### src/rtl/ifq_pkg.sv
// Shared types and defaults for the instruction fetch queue.
//   fetch_state_e : fetch FSM states
//   ifq_entry_t   : queue entry {addr, instr} at the default widths
//   IFQ_ADDR_W / IFQ_INSTR_W / IFQ_DEPTH : default parameter values
package ifq_pkg;

    localparam int unsigned IFQ_ADDR_W  = 32;
    localparam int unsigned IFQ_INSTR_W = 32;
    localparam int unsigned IFQ_DEPTH   = 4;

    typedef enum logic [2:0] {
        StIdle,
        StReq0,
        StReq1,
        StWait,
        StDrain
    } fetch_state_e;

    typedef struct packed {
        logic [IFQ_ADDR_W-1:0]  addr;
        logic [IFQ_INSTR_W-1:0] instr;
    } ifq_entry_t;

endpackage

### src/rtl/ifq_fifo.sv
// Synchronous FIFO backing the fetch queue.
//   clk, rst_n : clock and synchronous active-low reset
//   push/wdata : write an entry (ignored when full)
//   pop        : drop the head entry (ignored when empty)
//   clr        : empty the queue next cycle; wins over push/pop
//   count      : current occupancy, 0..DEPTH
//   head       : oldest entry, straight from the storage registers
module ifq_fifo #(
    parameter int unsigned WIDTH = 64,
    parameter int unsigned DEPTH = 4
) (
    input  logic                     clk,
    input  logic                     rst_n,
    input  logic                     push,
    input  logic                     pop,
    input  logic                     clr,
    input  logic [WIDTH-1:0]         wdata,
    output logic [$clog2(DEPTH):0]   count,
    output logic [WIDTH-1:0]         head
);

    localparam int unsigned PTR_W = $clog2(DEPTH);

    logic [WIDTH-1:0] mem_q [DEPTH];
    // Pointers carry one extra wrap bit so full and empty are distinguishable.
    logic [PTR_W:0]   wptr_q, rptr_q;
    logic             full, empty, do_push, do_pop;

    assign empty   = (wptr_q == rptr_q);
    assign full    = (wptr_q[PTR_W] != rptr_q[PTR_W]) &&
                     (wptr_q[PTR_W-1:0] == rptr_q[PTR_W-1:0]);
    assign do_push = push & ~full;
    assign do_pop  = pop & ~empty;
    assign count   = wptr_q - rptr_q;
    assign head    = mem_q[rptr_q[PTR_W-1:0]];

    always_ff @(posedge clk) begin
        if (!rst_n) begin
            wptr_q <= '0;
            rptr_q <= '0;
            for (int unsigned i = 0; i < DEPTH; i++) begin
                mem_q[i] <= '0;
            end
        end else if (clr) begin
            wptr_q <= '0;
            rptr_q <= '0;
        end else begin
            if (do_push) begin
                mem_q[wptr_q[PTR_W-1:0]] <= wdata;
                wptr_q                   <= wptr_q + 1'b1;
            end
            if (do_pop) begin
                rptr_q <= rptr_q + 1'b1;
            end
        end
    end

endmodule

### src/rtl/instr_fetch_queue.sv
// Instruction fetch queue: accepts an address pair from the program counter,
// issues two in-order imem reads (one pair outstanding at most) and queues
// {addr, instr} for decode, one entry per cycle over valid/ready.
// Optional feature macro: IFQ_PERF_CNT_EN adds the stall_cnt output.
// Ports:
//   clk, rst_n                  clock, synchronous active-low reset
//   pc_addr, pc_addr_plus1      fetch address pair
//   pc_valid / pc_ready         pair handshake
//   imem_req, imem_addr         memory request
//   imem_gnt                    request accepted
//   imem_rvalid, imem_rdata     in-order read responses
//   flush                       discard queued and in-flight work
//   dec_valid, dec_instr,       queue head towards decode
//   dec_addr / dec_ready
//   stall_cnt                   cycles with pc_valid && !pc_ready (macro only)
module instr_fetch_queue
    import ifq_pkg::*;
#(
    parameter int unsigned ADDR_W  = IFQ_ADDR_W,
    parameter int unsigned INSTR_W = IFQ_INSTR_W,
    parameter int unsigned DEPTH   = IFQ_DEPTH
) (
    input  logic               clk,
    input  logic               rst_n,
    input  logic [ADDR_W-1:0]  pc_addr,
    input  logic [ADDR_W-1:0]  pc_addr_plus1,
    input  logic               pc_valid,
    output logic               pc_ready,
    output logic               imem_req,
    output logic [ADDR_W-1:0]  imem_addr,
    input  logic               imem_gnt,
    input  logic               imem_rvalid,
    input  logic [INSTR_W-1:0] imem_rdata,
    input  logic               flush,
    output logic               dec_valid,
    output logic [INSTR_W-1:0] dec_instr,
    output logic [ADDR_W-1:0]  dec_addr,
    input  logic               dec_ready
`ifdef IFQ_PERF_CNT_EN
    ,
    output logic [31:0]        stall_cnt
`endif
);

    localparam int unsigned      CNT_W       = $clog2(DEPTH) + 1;
    // Two free slots are reserved at accept so a response push never sees a full queue.
    localparam logic [CNT_W-1:0] RESERVE_MAX = CNT_W'(DEPTH - 2);

    fetch_state_e               state_q, state_d;
    logic [ADDR_W-1:0]          addr0_q, addr0_d, addr1_q, addr1_d;
    logic                       rcv_q, rcv_d;      // first response of the pair already pushed
    logic [1:0]                 outst_q, outst_d;
    logic                       gnt_fire, rsp_fire, accept, push, pop;
    logic [ADDR_W-1:0]          push_addr;
    logic [CNT_W-1:0]           count;
    logic [ADDR_W+INSTR_W-1:0]  head;

    assign gnt_fire = imem_req & imem_gnt;
    // Responses with nothing outstanding (e.g. stale ones after reset) are ignored.
    assign rsp_fire = imem_rvalid & (outst_q != 2'd0);
    assign pc_ready = rst_n & (state_q == StIdle) & ~flush & (count <= RESERVE_MAX);
    assign accept   = pc_valid & pc_ready;
    assign dec_valid = (count != '0);
    assign pop      = dec_valid & dec_ready;
    assign push_addr = rcv_q ? addr1_q : addr0_q;
    assign {dec_addr, dec_instr} = head;

    always_comb begin
        outst_d = outst_q;
        case ({gnt_fire, rsp_fire})
            2'b10:   outst_d = outst_q + 2'd1;
            2'b01:   outst_d = outst_q - 2'd1;
            default: outst_d = outst_q;
        endcase
    end

    always_comb begin
        state_d   = state_q;
        addr0_d   = addr0_q;
        addr1_d   = addr1_q;
        rcv_d     = rcv_q;
        imem_req  = 1'b0;
        imem_addr = '0;
        push      = 1'b0;

        unique case (state_q)
            StIdle: begin
                if (accept) begin
                    addr0_d = pc_addr;
                    addr1_d = pc_addr_plus1;
                    rcv_d   = 1'b0;
                    state_d = StReq0;
                end
            end
            StReq0: begin
                imem_req  = 1'b1;
                imem_addr = addr0_q;
                if (imem_gnt) begin
                    state_d = StReq1;
                end
            end
            StReq1: begin
                imem_req  = 1'b1;
                imem_addr = addr1_q;
                if (rsp_fire) begin
                    push  = 1'b1;
                    rcv_d = 1'b1;
                end
                if (imem_gnt) begin
                    state_d = StWait;
                end
            end
            StWait: begin
                if (rsp_fire) begin
                    push = 1'b1;
                    if (rcv_q) begin
                        rcv_d   = 1'b0;
                        state_d = StIdle;
                    end else begin
                        rcv_d = 1'b1;
                    end
                end
            end
            StDrain: begin
                if (outst_d == 2'd0) begin
                    state_d = StIdle;
                end
            end
            default: state_d = StIdle;
        endcase

        if (flush) begin
            push    = 1'b0;
            rcv_d   = 1'b0;
            state_d = (outst_d != 2'd0) ? StDrain : StIdle;
        end
    end

    always_ff @(posedge clk) begin
        if (!rst_n) begin
            state_q <= StIdle;
            addr0_q <= '0;
            addr1_q <= '0;
            rcv_q   <= 1'b0;
            outst_q <= 2'd0;
        end else begin
            state_q <= state_d;
            addr0_q <= addr0_d;
            addr1_q <= addr1_d;
            rcv_q   <= rcv_d;
            outst_q <= outst_d;
        end
    end

    ifq_fifo #(
        .WIDTH (ADDR_W + INSTR_W),
        .DEPTH (DEPTH)
    ) u_fifo (
        .clk   (clk),
        .rst_n (rst_n),
        .push  (push),
        .pop   (pop),
        .clr   (flush),
        .wdata ({push_addr, imem_rdata}),
        .count (count),
        .head  (head)
    );

`ifdef IFQ_PERF_CNT_EN
    logic [31:0] stall_q;

    // Saturating; only reset clears it, flush leaves it alone.
    always_ff @(posedge clk) begin
        if (!rst_n) begin
            stall_q <= '0;
        end else if (pc_valid && !pc_ready && (stall_q != 32'hFFFF_FFFF)) begin
            stall_q <= stall_q + 32'd1;
        end
    end

    assign stall_cnt = stall_q;
`endif

endmodule

### config.mk
export PLATFORM = sky130hd
export DESIGN_NAME = instr_fetch_queue
export DESIGN_NICKNAME = d
export VERILOG_FILES = /design/src/rtl/ifq_pkg.sv /design/src/rtl/ifq_fifo.sv /design/src/rtl/instr_fetch_queue.sv
export SDC_FILE = /design/constraint.sdc
export NUM_CORES = 1
export LEC_CHECK = 0
export BUFFER_PORTS_ARGS = -buffer_cell sky130_fd_sc_hd__buf_2
export CAP_MARGIN = 15
export CORE_MARGIN = 4
export CORE_UTILIZATION = 54
export CTS_BUF_LIST = sky130_fd_sc_hd__clkbuf_8
export DETAILED_ROUTE_END_ITERATION = 7
export PLACE_DENSITY = 0.77
export SLEW_MARGIN = 20
export SYNTH_ARGS = -nofsm -noshare
export SYNTH_HDL_FRONTEND = slang
export SYNTH_SLANG_ARGS = --single-unit
### constraint.sdc
create_clock -name clk -period 3.88 [get_ports clk]
set_input_delay 0.776 -clock clk [delete_from_list [all_inputs] [get_ports clk]]
set_output_delay 0.776 -clock clk [all_outputs]
set_load 0.005 [all_outputs]
Word level (Yosys, flattened, before mapping) --
Memory sizes are Yosys's and may differ from the RTL's. A register that Yosys moved wholly into a read port is not among the register bits. Index checks and enable logic that the tools add are counted.
Cells by class: reduce and logical (&&, ||, !) cells 14, multiplexer cells 31, shifts and indexed selects 0, multipliers 0, bitwise operators 13, add/sub/neg operators 5, $lt $le $gt $ge 1, equality and inequality tests 18, divide/modulo/power cells 0
Operators by type and width (count):
- $mux W64 | 1
- $pmux W32 S2 | 1
- $reduce_or A64 Y1 | 1
- $mux W32 | 1
- $mux W3 | 8
- $ne A3 B3 Y1 const B | 6
- $pmux W3 S5 | 1
- $mux W1 | 14
- $and A1 B1 Y1 | 9
- $add A3 B1 Y3 const B | 2
- $eq A3 B2 Y1 const B | 2
- $mux W2 | 3
- $ne A2 B2 Y1 const B | 3
- $reduce_and A6 Y1 | 1
- $reduce_bool A3 Y1 | 2
- $reduce_or A2 Y1 | 3
- $not A1 Y1 | 4
- $pmux W2 S2 | 1
- $reduce_and A4 Y1 | 1
- $reduce_bool A2 Y1 | 2
- $eq A3 B1 Y1 const B | 1
- $eq A3 B3 Y1 | 1
- $eq A3 B3 Y1 const B | 1
- $le A3 B2 Y1 const B | 1
- other kinds (12) | 12
Word-level totals: bits in registers 76, logic and storage cells 90, bits in writable memories 256, latch bits 0, memories kept 1, ROM bits 0, bits of input ports 103
Memory list:
- u_fifo.mem_q | depth 4, width 64, rd ports 1, clocked after Yosys merged registers in 1, wr ports 4, line ifq_fifo.sv:24 | logic [WIDTH-1:0] mem_q [DEPTH];

Logic depth before layout (Yosys ltp) --
word-level depth 12, depth in mapped cells 10

Cells and area by module --
A second synthesis with hierarchy kept.
Second synthesis, totals: cell total of the unflattened synthesis 1157, area, all modules 14670.3 sq um
Modules (own cells, without submodules):
- ifq_fifo | area each 11100.6 sq um, instances 1, seq. area each 7847.5 sq um, cells each 746
- instr_fetch_queue | area each 3569.7 sq um, instances 1, seq. area each 1401.3 sq um, cells each 411

Worst setup path before layout --
OpenSTA, ideal clock, no wires.
path kind reg2reg, start reg u_fifo.wptr_q[0], end mem u_fifo.mem_q[0][0] (enable), arrival time 3.511 ns, setup slack -0.055 ns, period minus slack after synthesis 3.935 ns, required time 3.457 ns, buffers on the path 3, stages on the path, launching flop included 10, path through dfxtp_1 -> inv_1 -> ha_1 -> and2_1 -> a2111o_1 -> buf_2 -> or3_1 -> clkbuf_1 -> buf_2 -> nand2_1
RTL lines:
- start, declared | line ifq_fifo.sv:26 | logic [PTR_W:0] wptr_q, rptr_q;
- start signal, assigned | line ifq_fifo.sv:50 | wptr_q <= wptr_q + 1'b1;
- end, declared | line ifq_fifo.sv:24

Worst setup path in the final report --
start reg u_fifo.wptr_q[0], end out pc_ready
On the way: word-level cells in the longest chain between the ends 3
Ends and longest elaborated chain:
- $sub A3 B3 Y3 | line ifq_fifo.sv:34 | assign count = wptr_q - rptr_q;
- $le A3 B2 Y1 | line instr_fetch_queue.sv:61 | assign pc_ready = rst_n & (state_q == StIdle) & ~flush & (count <= RESERVE_MAX);
- $and A1 B1 Y1 | line instr_fetch_queue.sv:61
- end, declared | line instr_fetch_queue.sv:28 | output logic pc_ready,
No other way between the ends.

==> reports/metrics.yaml <==
routing:
  ant_nets: 0
  finalWirelength_um: 32700
  vias_per_cell: 5.51
  detailedRoute.firstPassIterationCount: 5
  number_of_design_rule_violations_left_by_the_first_detailed_router_iteration: 644
  post-route-drc-count: 0
  detail_route.wl_per_cell_um: 19.6
  dr_total_vias: 9193
die:
  num_rows: 60
  initial_utilization_pct: 54.9
  die-area_mm2: 0.0301
  num_io_pins: 202
  floorplan.die.width_um: 174
  die_span_y_um: 174
  placeableCoreArea_mm2: 0.0270
clock_tree:
  ctsRootBufferMaster: "clkbuf_8"
  post_cts_setup_buffer_count: 0
  ctsHtreeMaxLevel: 2
  tritoncts: "built"
  postCtsHoldBufs: 0
  cts_inserted_buffers: 52
  cts-root-to-sink-buffers: 3
  cts_resized: 0
  clk-insertion-delay-late_ns: 0.57
  clk_pin_slew_worst_paths_ns: 0.06
  clkSinkCount: 334
worst_hold_path:
  worstHoldPathType: "input pin to flop"
  min_delay_path_depth: 3
  timing.hold.worst.start: "pc_addr_plus1[26]"
  whs_endpoint: "addr1_q[26]"
synth:
  ys_warn_count: 0
  ys_seq_elements: 334
  synth.area.mux_share_pct: 12.0
  number_of_flops_mapped_to_enable_cells_by_yosys: 256
  synth_top_cells_by_area: "edfxtp_1, dfxtp_1, mux4_2"
  synth_ff_type: "edfxtp_1"
  synth_adder_area_share_pct: 0.558
  synthesis.nets: 1191
  ys_types: 46
  synth_simple_gate_area_share_pct: 13.7
  synth_largest_type_area_fraction_pct: 51.9
  synth_cells: 1082
  yosys.area_share.xor_xnor_pct: 0.448
  async_reset_ff_share_pct: 0
  syn_avg_cell_area_um2: 13.7
  mappedNetlistArea_mm2: 0.0148
  synth-seq-area-share_pct: 62.5
  yosys.area.top_type: "edfxtp_1"
  synth_area_in_compound_gates_pct: 8.28
  main_combinational_cell_family_by_area_after_synthesis: "simple AND/OR/NAND/NOR gates"
final_layout:
  drive_above_1_share_pct: 32.9
  n_fill_cell: 1989
  area_overhead_of_the_layout_relative_to_synthesis_pct: 16.3
  fin_nets: 1397
  multi_input_comb_area_mm2: 0.00524
  area.sequential_mm2: 0.00926
  commonest_non_fill_non_tap_cells_in_the_layout: "edfxtp_1, buf_2, nand2_1, nor2_1, and2_1"
  mostFrequentLayoutCell: "edfxtp_1"
power_and_ir_drop:
  finalPower_mw: 7.17
  p_leak_nw: 6.30
  power-per-cell-area_mw_per_mm2: 416
  ir_drop_worst_vdd_v: 0.000264
place:
  detailedPlace.worstSlack_ns: 0.738
  port_buffers: 201
  final_weighted_congestion_of_routability_driven_global_placement: 0.781
  dp.final_hpwl_um: 20500
critical_path:
  r2r_end: "u_fifo.mem_q[0][14]"
  worst_r2r_path_depth: 8
  critPathMaxFanout: 6
  worstSetupPathType: "flop to output port"
  worstPathRequired_ns: 3.10
  r2r-start: "u_fifo.wptr_q[0]"
  worstPathArrival_ns: 2.56
  timing.reg2reg.setup_slack_ns: 0.82
  worstSetupEndpointType: "output port"
  cp-start-kind: "flop"
timing:
  layout_worst_path_cycle_share_pct: 85.9
  final-hold-violation-count: 0
  grt_setup_unrepaired: "no"
  final_critical_path_setup_slack_ns: 0.546
  fmaxAchievable_mhz: 300
  finalWorstPathRequiredPeriod_ns: 3.33
  worst_slew_margin_rel_pct: 38.8
  final.setup_skew_ns: 0.0176
  final-setup-viol-count: 0
  setup_total_negative_slack_ns: 0
  timing.hold.ws_ns: 0.450
  worstMarginPinSlew_ns: 0.917
  final_max_slew_viol_count: 0
global_routing:
  grt_first_pass_wirelength_um: 51400
  grt_util_all_layers_pct: 21.5
  gr-total-overflow: 0
  number_of_antenna_violations_at_the_first_check_in_global_routing: 1
  grt_pass1_vias: 9489
  largest_net_degree_at_the_start_of_global_routing: 74
job:
  timing.max_cap.violations: 0
outcome:
  run_status: "finished, final reports clean"
## flip-flops by register name, indices dropped and copies added (netlist names), named ones only
name           cells
rcv_q              1
u_fifo.wptr_q      3
addr0_q           32
addr1_q           32
state_q            3
outst_q            2
u_fifo.mem_q     256
u_fifo.rptr_q      3
## logic make-up (layout without fill, tap and decap cells)
logic type      after synthesis  in the layout
buf+inv                      82            326
flops                       334            334
fa+ha+maj                     6              6
other cells                   0              1
compound gates              124            124
simple gates                432            432
mux                          98             98
xor+xnor                      6              6
## critical path, stage by stage (launching register included)
cell	delay (ns)
dfxtp_1	0.36
inv_1	0.14
ha_1	0.16
inv_1	0.04
fa_1	0.39
xnor3_1	0.29
a2111oi_0	0.40
buf_2	0.20
## synthesized netlist by cell type, types with 3 or more instances
cell / number
or3_1: 7
nand2b_1: 3
nor3b_1: 3
inv_1: 6
nand3b_1: 5
xnor2_1: 3
mux2i_1: 34
nand2_1: 139
a22o_1: 32
nor2_1: 133
buf_2: 14
nand3_1: 3
buf_1: 5
edfxtp_1: 256
nor2b_1: 3
buf_6: 6
clkbuf_1: 51
dfxtp_1: 78
o21ai_0: 4
and2_1: 129
a21boi_0: 5
a21oi_1: 8
a21boi_2: 60
mux4_2: 64
ha_1: 5
## metrics by stage
| step | area (um2) | utilization [%] | cells |
|---|---|---|---|
| 2_1_floorplan | 14800 | - | 1082 |
| 3_3_place_gp | 16200 | 60.2 | 1574 |
| 3_5_place_dp | 16200 | 60.2 | 1574 |
| 4_1_cts | 17200 | 63.8 | 1666 |
| 5_1_grt | 17200 | 63.9 | 1668 |
| 6_report | 17200 | 63.9 | 1668 |
## routing by layer
metal  up-vias  global-route usage (%)  wire length [um]
li1       4334                       -                 -
met1      4499                    30.5             14200
met2       314                    34.9             15700
met3        46                    4.08              2250
met4         0                    5.44               545
met5         -                       0                 0
## final cells by class
type | instances | area share (%)
Antenna cell | 1 | 0.0145
Clock buffer | 56 | 4.48
Clock inverter | 36 | 1.21
Inverter | 6 | 0.131
Multi-Input combinational cell | 666 | 30.4
Sequential cell | 334 | 53.7
Tap cell | 341 | 2.48
Timing Repair Buffer | 228 | 7.53
## worst max path at each step
stage                           from                 end  slack, ns
floorplan           u_fifo.wptr_q[0]  u_fifo.mem_q[3][0]       0.11
global placement               rst_n               rcv_q       0.73
detailed placement             rst_n          addr1_q[6]       0.74
CTS                 u_fifo.wptr_q[0]            pc_ready       0.50
global route        u_fifo.wptr_q[0]            pc_ready       0.31
finish              u_fifo.wptr_q[0]            pc_ready       0.55
## where the power goes
part	internal (mW)	total (mW)	switching, mW
Combinational	0.163	0.395	0.232
Sequential	3.96	4.00	0.0490
Clock	1.46	2.77	1.31
Note: power is estimated with default switching activity, not from simulation.
